`config.mk`:
```
export PLATFORM = sky130hd
export DESIGN_NAME = xnor_vec_reg
export DESIGN_NICKNAME = d
export VERILOG_FILES = /design/src/rtl/xnor_vec_reg.sv
export SDC_FILE = /design/constraint.sdc
export NUM_CORES = 1
export LEC_CHECK = 0
export CORE_AREA = 2 2 39 41
export CTS_BUF_LIST = sky130_fd_sc_hd__clkbuf_4 sky130_fd_sc_hd__clkbuf_8 sky130_fd_sc_hd__clkbuf_16
export DETAILED_ROUTE_END_ITERATION = 8
export DIE_AREA = 0 0 41 43
export GPL_TIMING_DRIVEN = 0
export PLACE_DENSITY = 0.71
export SYNTH_ARGS = -nofsm -noshare
export SYNTH_HDL_FRONTEND = slang
export SYNTH_SLANG_ARGS = --single-unit
```
`constraint.sdc`:
```
create_clock -name clk -period 1.96 [get_ports clk]
set_input_delay 0.392 -clock clk [delete_from_list [all_inputs] [get_ports clk]]
set_output_delay 0.392 -clock clk [all_outputs]
set_load 0.01 [all_outputs]
```
`src/rtl/xnor_vec_reg.sv`:
```
// Registered bitwise XNOR with load enable plus an all-ones reduce; 1-cycle latency.
// Outputs hold their value when load is low; no backpressure of its own.
module xnor_vec_reg #(
    parameter int WIDTH = 8
) (
    input  logic             clk,
    input  logic             rst,
    input  logic             load,
    input  logic [WIDTH-1:0] a,
    input  logic [WIDTH-1:0] b,
    output logic [WIDTH-1:0] f,
    output logic             match
);

    logic [WIDTH-1:0] w_xnor;

    assign w_xnor = ~(a ^ b);

    always_ff @(posedge clk or posedge rst) begin
        if (rst) begin
            f     <= '0;
            match <= 1'b0;
        end else if (load) begin
            f     <= w_xnor;
            match <= &w_xnor;
        end
    end

endmodule

```
=== Word level (Yosys, flattened, before mapping) ===
Index checks and enable logic that the tools add are counted.

* Input bits: 19
* Register bits: 9
* Logic and storage cells: 5
* Output and inout port bits: 9

* Reduce and logical (&&, ||, !) cells: 1
* Bitwise gates (word level): 2

{| class="wikitable"
|+ Operators by type and width
! operator !! count
|-
| $not A8 Y8 || 1
|-
| $reduce_and A8 Y1 || 1
|-
| $xor A8 B8 Y8 || 1
|}

=== Depth between registers and ports, before layout ===
Gate-level depths: netlist (run 1).

* Depth after elaboration: 3
* Gate-level depth with buffers: 4
* Depth with buffers taken out: 3

=== Least setup slack after synthesis (run 1) ===
No wires, ideal clock.

* Path type: input -> register
* Start: in load
* End: reg f[0]
* Setup slack: 0.937 ns
* Library setup time: 0.125 ns
* Arrival time: 0.898 ns
* Stages: 2
* Data required time: 1.835 ns
* Cells stage by stage: buf_2 > mux2_2

{| class="wikitable"
|+ RTL lines
! what !! RTL line !! RTL
|-
| from (decl) || 8 || <nowiki>input logic load,</nowiki>
|-
| to (signal assigned) || 24 || <nowiki>f <= w_xnor;</nowiki>
|-
| to (decl) || 11 || <nowiki>output logic [WIDTH-1:0] f,</nowiki>
|}

No word-level cell between the ends.

=== Worst setup path after layout (run 1) ===
* Start: reg f[0]
* End: out f[0]

No word-level cell between the ends.

==> impl_metrics.toml, run 1 <==
[run_status]
status = "complete, no violations"

[synthesis]
synth_cell_types = 8
ys_top_cells_by_area = "dfrtp_1, mux2_2, xnor2_1, nand4_1, o31ai_2"
ys_seq_area_share_pct = 52.8
synth_fp_nets = 51
syn_area_um2 = 427
yosys.area.top_type = "dfrtp_1"
synthCells = 32
yosys.area.top_type_share_pct = 52.8
synth-seq-cells = 9
avgSynthCellArea_um2 = 13.3
yosysWarningCount = 0

[die]
rows = 14
core_area_um2 = 1380
dieWidth_um = 41
start_util_pct = 30.8
die_h_um = 43
dieArea_um2 = 1760
io_pins = 28

[placed_design]
dp_hpwl_um = 754
place_ws_ps = 470
dp.cells = 74
io_buffers = 26
gp_congestion = 0.652

[pwr]
p_clk_share_pct = 28.6
p_per_area_nw_per_um2 = 721
p_sw_mw = 0.125
p_int_mw = 0.406
cellLeakagePower_nw = 0.295
netSwitchingFraction_pct = 23.5
peakVddDrop_mv = 0.481
comb_power_share_pct = 29.4
seq_power_share_pct = 42.1

[critical_path]
worstPathArrival_ps = 1150
crit_type = "reg2out"
path_buf_inv = 1
required_ps = 1570
path_max_fanout = 2
r2r_end = "f[2]"
reg2reg_slack_ps = 1200
slowest_stage = "clkdlybuf4s50_1"
path_delay_family = "buffers and inverters"
slowest_delay_ps = 540
worstSetupStartpoint = "f[0]"
end_kind = "output port"
reg2reg_from = "f[2]"
rr_worst_depth = 1
path_cells = "clkdlybuf4s50_1"
crit_path_start_kind = "flip-flop"

[sta]
finClkSkew_ps = 0
hold_violations = 0
fin_crit_ps = 1540
post-route-period-util_pct = 78.7
setup_tns_ps = 0
slew_headroom_pct = 78.1
rsz0062_at_grt = "no"
fmax_ghz = 0.648
final_max_slew_viol_count = 0
tightestPinTransition_ps = 328
setup_viol = 0
worst_slack_ps = 418

[detailed_routing]
drt_iter0_drc = 4
ant_nets = 0
finalWirelength_um = 859
wl_per_cell_um = 11.0
avgViaCountPerCell = 4.42
num_vias = 345
drc = 0
firstDrtPassIters = 2

[cts]
clock_latency_ps = 260
post_cts_resized = 0
cts-buffers-inserted = 3
root_buffer = "clkbuf_4"
clock_path_buffers = 2
cts.htree.levels = 1
holdBufCountCts = 0
clkSinkCount = 9
path_clk_slew_ps = 60
tritoncts = "yes"
cts_setup_buffers = 0

[finish]
drive_gt1_share_pct = 22.6
nets = 82
n_antenna_cell = 0
final_cells = 78
area.growth.synth_to_final_pct = 72.7
final_util_pct = 53.3

[grt]
grt_pass1_vias = 311
grt_antenna_before_repair = 0
grt_start_max_net_pins = 10
grt_remaining_overflow = 0
globalRouteTotalUtil_pct = 12.3
grt_pass1_wl_um = 1330

[job]
drv_cap = 0

[worst_hold_path]
min_path_type = "in2async"
how the worst max path moves through the flow:
stage	to	cells after the start	slack, ps
2_1_floorplan	f[0]	2	940
3_3_place_gp	match	4	490
5_1_grt	f[3]	1	370
4_1_cts	f[0]	1	410
3_5_place_dp	match	4	470
6_report	f[0]	1	420
synthesized netlist by cell type, drive strengths merged:
library cell / count
xnor2: 8
mux2: 8
buf: 1
nand4: 2
nand2: 1
o31ai: 1
dfrtp: 9
inv: 2
flip-flops by register name, indices dropped and copies added (netlist names):
name,flops
match,1
f,8
cell usage in the layout, fill, tap and decap left out:
cell	n
mux2_2	8
dfrtp_1	9
nand2_1	1
nand4_1	2
xnor2_1	8
clkdlybuf4s50_1	26
o31ai_2	1
clkbuf_4	4
inv_1	2
buf_2	1
area by class of cell:
type	instances	area (um2)
tap	16	20.0
sequential	9	225
clock buffer	4	30.0
inverter	2	7.51
multi-input combinational	20	189
fill	129	647
timing repair buffer	26	260
buffer	1	5.00
stage by stage:
stage	hold slack, ps	power (mW)	instance area [um2]
2_1_floorplan	220	0.287	427
3_3_place_gp	475	0.381	707
3_5_place_dp	478	0.385	707
4_1_cts	405	0.540	737
5_1_grt	418	0.566	737
6_report	389	0.531	737
power groups by stage:
| stage | combinational [mW] | clock (mW) | sequential (mW) |
|---|---|---|---|
| finish | 0.156 | 0.152 | 0.223 |
| floorplan | 0.0493 | 0 | 0.238 |
| CTS | 0.159 | 0.157 | 0.223 |
| global placement | 0.156 | 0 | 0.225 |
| global route | 0.169 | 0.172 | 0.225 |
| detailed placement | 0.158 | 0 | 0.227 |
per-layer routing:
layer / global-route usage [%] / up-vias / wire length, um
li1: - / 167 / -
met1: 12.8 / 161 / 310
met2: 17.5 / 15 / 447
met3: 6.28 / 2 / 75
met4: 10.0 / 0 / 26
met5: 0 / - / 0
cells by family (layout without fill, tap and decap cells):
logic type / count (synthesis) / in the layout / share of synthesized area [%]
flops: 9 / 9 / 52.8
xor+xnor: 8 / 8 / 16.4
mux: 8 / 8 / 21.1
simple gates: 3 / 3 / 3.81
buf+inv: 3 / 33 / 2.93
compound gates: 1 / 1 / 2.93
No activity file was read; power rests on OpenSTA's default activity.
==> run 2: changes to the inputs <==
- clock period: 1.96 -> 1.45 ns (I/O delays scaled with it)
==> impl_metrics.toml, run 2 (synthesis gave the netlist of run 1 again) <==
[job]
drv_cap = 0

[finish]
nets = 82
nFillCells = 121
largest-register = "f"
final_util_pct = 54.9
layout_commonest_cell = "clkdlybuf4s50_1"
final_cells = 78
area.growth.synth_to_final_pct = 78.0
final_cell_mix = "clkdlybuf4s50_1, dfrtp_1, dlymetal6s2s_1"
n_antenna_cell = 0
drive_gt1_share_pct = 22.6
largest_reg_flops = 8
reg.largest.list = "f: 8 flops, match: 1 flops"
design_area_um2 = 759

[critical_path]
slowest_stage = "clkdlybuf4s50_1"
path_cells = "clkdlybuf4s50_1, xnor2_1, nand4_1, o31ai_2"
path_max_fanout = 2
worstPathArrival_ps = 1270
crit_path_start_kind = "input port"
path_delay_family = "buffers and inverters"
path_buf_inv = 1
end_kind = "flip-flop"
required_ps = 1620
crit_type = "in2reg"
slowest_delay_ps = 420

[placed_design]
dpl_cell_area_um2 = 707
place_ws_ps = 62.0
dp_hpwl_um = 754
dp.cells = 74
gp_congestion = 0.652
io_buffers = 26

[cts]
clkSinkCount = 9
tritoncts = "yes"
cts.htree.levels = 1
clock_path_buffers = 2
clock_latency_ps = 250
cts_setup_buffers = 0
root_buffer = "clkbuf_4"
cts-buffers-inserted = 3
path_clk_slew_ps = 60

[sta]
fin_crit_ps = 1100
worst_slack_ps = 346
post-route-period-util_pct = 76.1
slew_headroom_pct = 78.2
hold_slack_ps = 288
setup_tns_ps = 0
rsz0062_at_grt = "no"
final_max_slew_viol_count = 0
fmax_ghz = 0.906
hold_violations = 0
finClkSkew_ps = 0
tightestPinTransition_ps = 327
setup_viol = 0

[grt]
grt_remaining_overflow = 0
grt_antenna_before_repair = 0
grt_pass1_vias = 311
globalRouteTotalUtil_pct = 12.3
grt_pass1_wl_um = 1330
grt_start_max_net_pins = 10

[detailed_routing]
wl_per_cell_um = 11.5
drc = 0
avgViaCountPerCell = 4.37
ant_nets = 0
drt_iter0_drc = 4
firstDrtPassIters = 4
finalWirelength_um = 899
num_vias = 341

[pwr]
p_int_mw = 0.540
p_clk_share_pct = 28.8
seq_power_share_pct = 42.5
netSwitchingFraction_pct = 23.6
p_per_area_nw_per_um2 = 931
p_total_mw = 0.707
comb_power_share_pct = 28.6
cellLeakagePower_nw = 0.388
peakVddDrop_mv = 0.648
p_sw_mw = 0.167

[die]
start_util_pct = 30.8
core_area_um2 = 1380
rows = 14
dieWidth_um = 41
io_pins = 28
die_h_um = 43
dieArea_um2 = 1760

[run_status]
status = "complete, no violations"

[worst_hold_path]
min_path_type = "in2async"
[run 2: final timing paths]
kind	start	endpoint	slack [ps]	depth (start not counted)
setup / recovery	b[3]	match	350	4
hold / removal	rst	f[6]	290	2
setup reg to reg	f[2]	f[2]	690	1
hold reg to reg	match	match	480	2
max in group asynchronous	rst	f[3]	910	2
min in group clk	load	match	400	3
[run 2: cell type report]
class	instances	area, um2	area share, %
flip-flops and latches	9	225	29.7
well taps	16	20.0	2.64
repair buffers	26	283	37.2
inverters	2	7.51	0.988
plain buffers	1	5.00	0.659
multi-input cells	20	189	24.9
clock buffers	4	30.0	3.95
[run 2: repair_timing]
item                                    4_1_cts  5_1_grt
hold buffers                                  0        0
endpoints found under the setup margin        0        9
endpoints found under the hold margin         0        0
resized for setup                             0        9
[run 2: power groups by stage]
stage | registers [mW] | logic [mW] | clock network (mW)
6_report | 0.301 | 0.203 | 0.204
5_1_grt | 0.304 | 0.221 | 0.232
4_1_cts | 0.302 | 0.215 | 0.213
3_5_place_dp | 0.307 | 0.214 | 0
3_3_place_gp | 0.304 | 0.211 | 0
2_1_floorplan | 0.322 | 0.0667 | 0
[run 2: metal layers]
| metal | track usage [%] | wire length (um) | up-vias | part of all wire (%) |
|---|---|---|---|---|
| met1 | 12.8 | 327 | 157 | 36 |
| met4 | 10.0 | 26 | 0 | 2.9 |
| met2 | 17.5 | 468 | 14 | 52 |
| li1 | - | - | 168 | - |
| met5 | 0 | 0 | - | 0 |
| met3 | 6.28 | 77 | 2 | 8.6 |
==> run 3: changes to the inputs <==
- CORE_AREA: 2 2 39 41 -> not set
- CORE_MARGIN: not set -> 2
- CORE_UTILIZATION: not set -> 30
- DIE_AREA: 0 0 41 43 -> not set
- PLACE_DENSITY: 0.71 -> 0.7
- clock period: 1.45 -> 1 ns (I/O delays scaled with it)
==> impl_metrics.toml, run 3 (synthesis gave the netlist of run 1 again) <==
[finish]
final_cell_mix = "buf_2, dfrtp_1, xnor2_2, mux2_2, dlygate4sd2_1"
area.growth.synth_to_final_pct = 82.4
largest_reg_flops = 8
reg.largest.list = "f: 8 flops, match: 1 flops"
largest-register = "f"
nets = 86
n_antenna_cell = 0
design_area_um2 = 778
final_util_pct = 59.1
layout_commonest_cell = "buf_2"
drive_gt1_share_pct = 53.0

[die]
dieWidth_um = 41.7
core_area_um2 = 1320
start_util_pct = 32.4
rows = 13
dieArea_um2 = 1740
die_h_um = 41.7
io_pins = 28

[pwr]
peakVddDrop_mv = 0.801
cellLeakagePower_nw = 0.401
p_per_area_nw_per_um2 = 1340
p_total_mw = 1.05

[cts]
cts.htree.levels = 1
clock_path_buffers = 2
clock_latency_ps = 260
path_clk_slew_ps = 60
root_buffer = "clkbuf_4"
cts-buffers-inserted = 3
holdBufCountCts = 0
tritoncts = "yes"
clkSinkCount = 9

[worst_hold_path]
min_path_type = "in2async"

[detailed_routing]
firstDrtPassIters = 1
num_vias = 371
avgViaCountPerCell = 4.58
drc = 0
wl_per_cell_um = 12.3
drt_iter0_drc = 0
ant_nets = 0
finalWirelength_um = 1000

[grt]
grt_pass1_wl_um = 1700
grt_pass1_vias = 403
globalRouteTotalUtil_pct = 13.7
grt_start_max_net_pins = 10
grt_antenna_before_repair = 0
grt_remaining_overflow = 0

[sta]
slew_headroom_pct = 77.9
hold_violations = 0
setup_viol = 0
finClkSkew_ps = 0
post-route-period-util_pct = 99.5
rsz0062_at_grt = "yes"
setup_tns_ps = 0
final_max_slew_viol_count = 0
fin_crit_ps = 995
fmax_ghz = 1.00
hold_slack_ps = 190
tightestPinTransition_ps = 332

[critical_path]
crit_type = "in2reg"
worstPathArrival_ps = 1170
required_ps = 1180
crit_path_start_kind = "input port"
path_max_fanout = 2
reg2reg_slack_ps = 140
end_kind = "flip-flop"

[job]
drv_cap = 0

[placed_design]
dpl_cell_area_um2 = 706
io_buffers = 26
dp_hpwl_um = 735
gp_congestion = 0.633

[run_status]
status = "complete, no violations"
==> run 3: area by class of cell <==
cell class | instances | area (um2)
sequential | 9 | 225
timing repair buffer | 30 | 243
clock buffer | 4 | 30.0
fill | 123 | 539
tap | 15 | 18.8
multi-input combinational | 20 | 249
inverter | 2 | 7.51
buffer | 1 | 5.00
==> run 3: timing repair <==
action,CTS,global route
pin swaps,9,2
buffers inserted,1,3
resized for setup,48,7
setup endpoints to repair,10,11
==> run 3: path summary, 6_finish.rpt <==
path                       startpoint  endpoint  cells past startpoint
max reg2reg                      f[5]      f[5]                      2
min in group clk                 load     match                      3
max in group asynchronous         rst      f[0]                      2
max                              a[3]     match                      4
min reg2reg                      f[6]      f[6]                      1
min                               rst      f[1]                      2
==> run 3: power breakdown <==
group          switching, mW  internal, mW  leakage, nW
logic                  0.121         0.180        0.275
registers             0.0216         0.413        0.108
clock network          0.128         0.181       0.0184
total                  0.270         0.775        0.401
==> run 3: critical path, cell delays in order <==
cell             delay [ps]
clkdlybuf4s50_1         520
xnor2_2                 140
nand4_1                 120
o31ai_2                 190
==> run 3: routing by layer <==
layer  vias up  wire length (um)  global-route usage [%]
met3         3                83                    7.39
met4         0                25                    9.68
met5         -                 0                       0
met1       177               319                    12.1
met2        16               571                    23.1
li1        175                 -                       -
==> run 3: through the flow <==
| stage | cells | setup WS (ps) |
|---|---|---|
| 6_report | 81 | 4.91 |
| 5_1_grt | 81 | -48.6 |
| 4_1_cts | 78 | -0.275 |
| 3_5_place_dp | 73 | -309 |
| 3_3_place_gp | 73 | -281 |
| 2_1_floorplan | 32 | 169 |
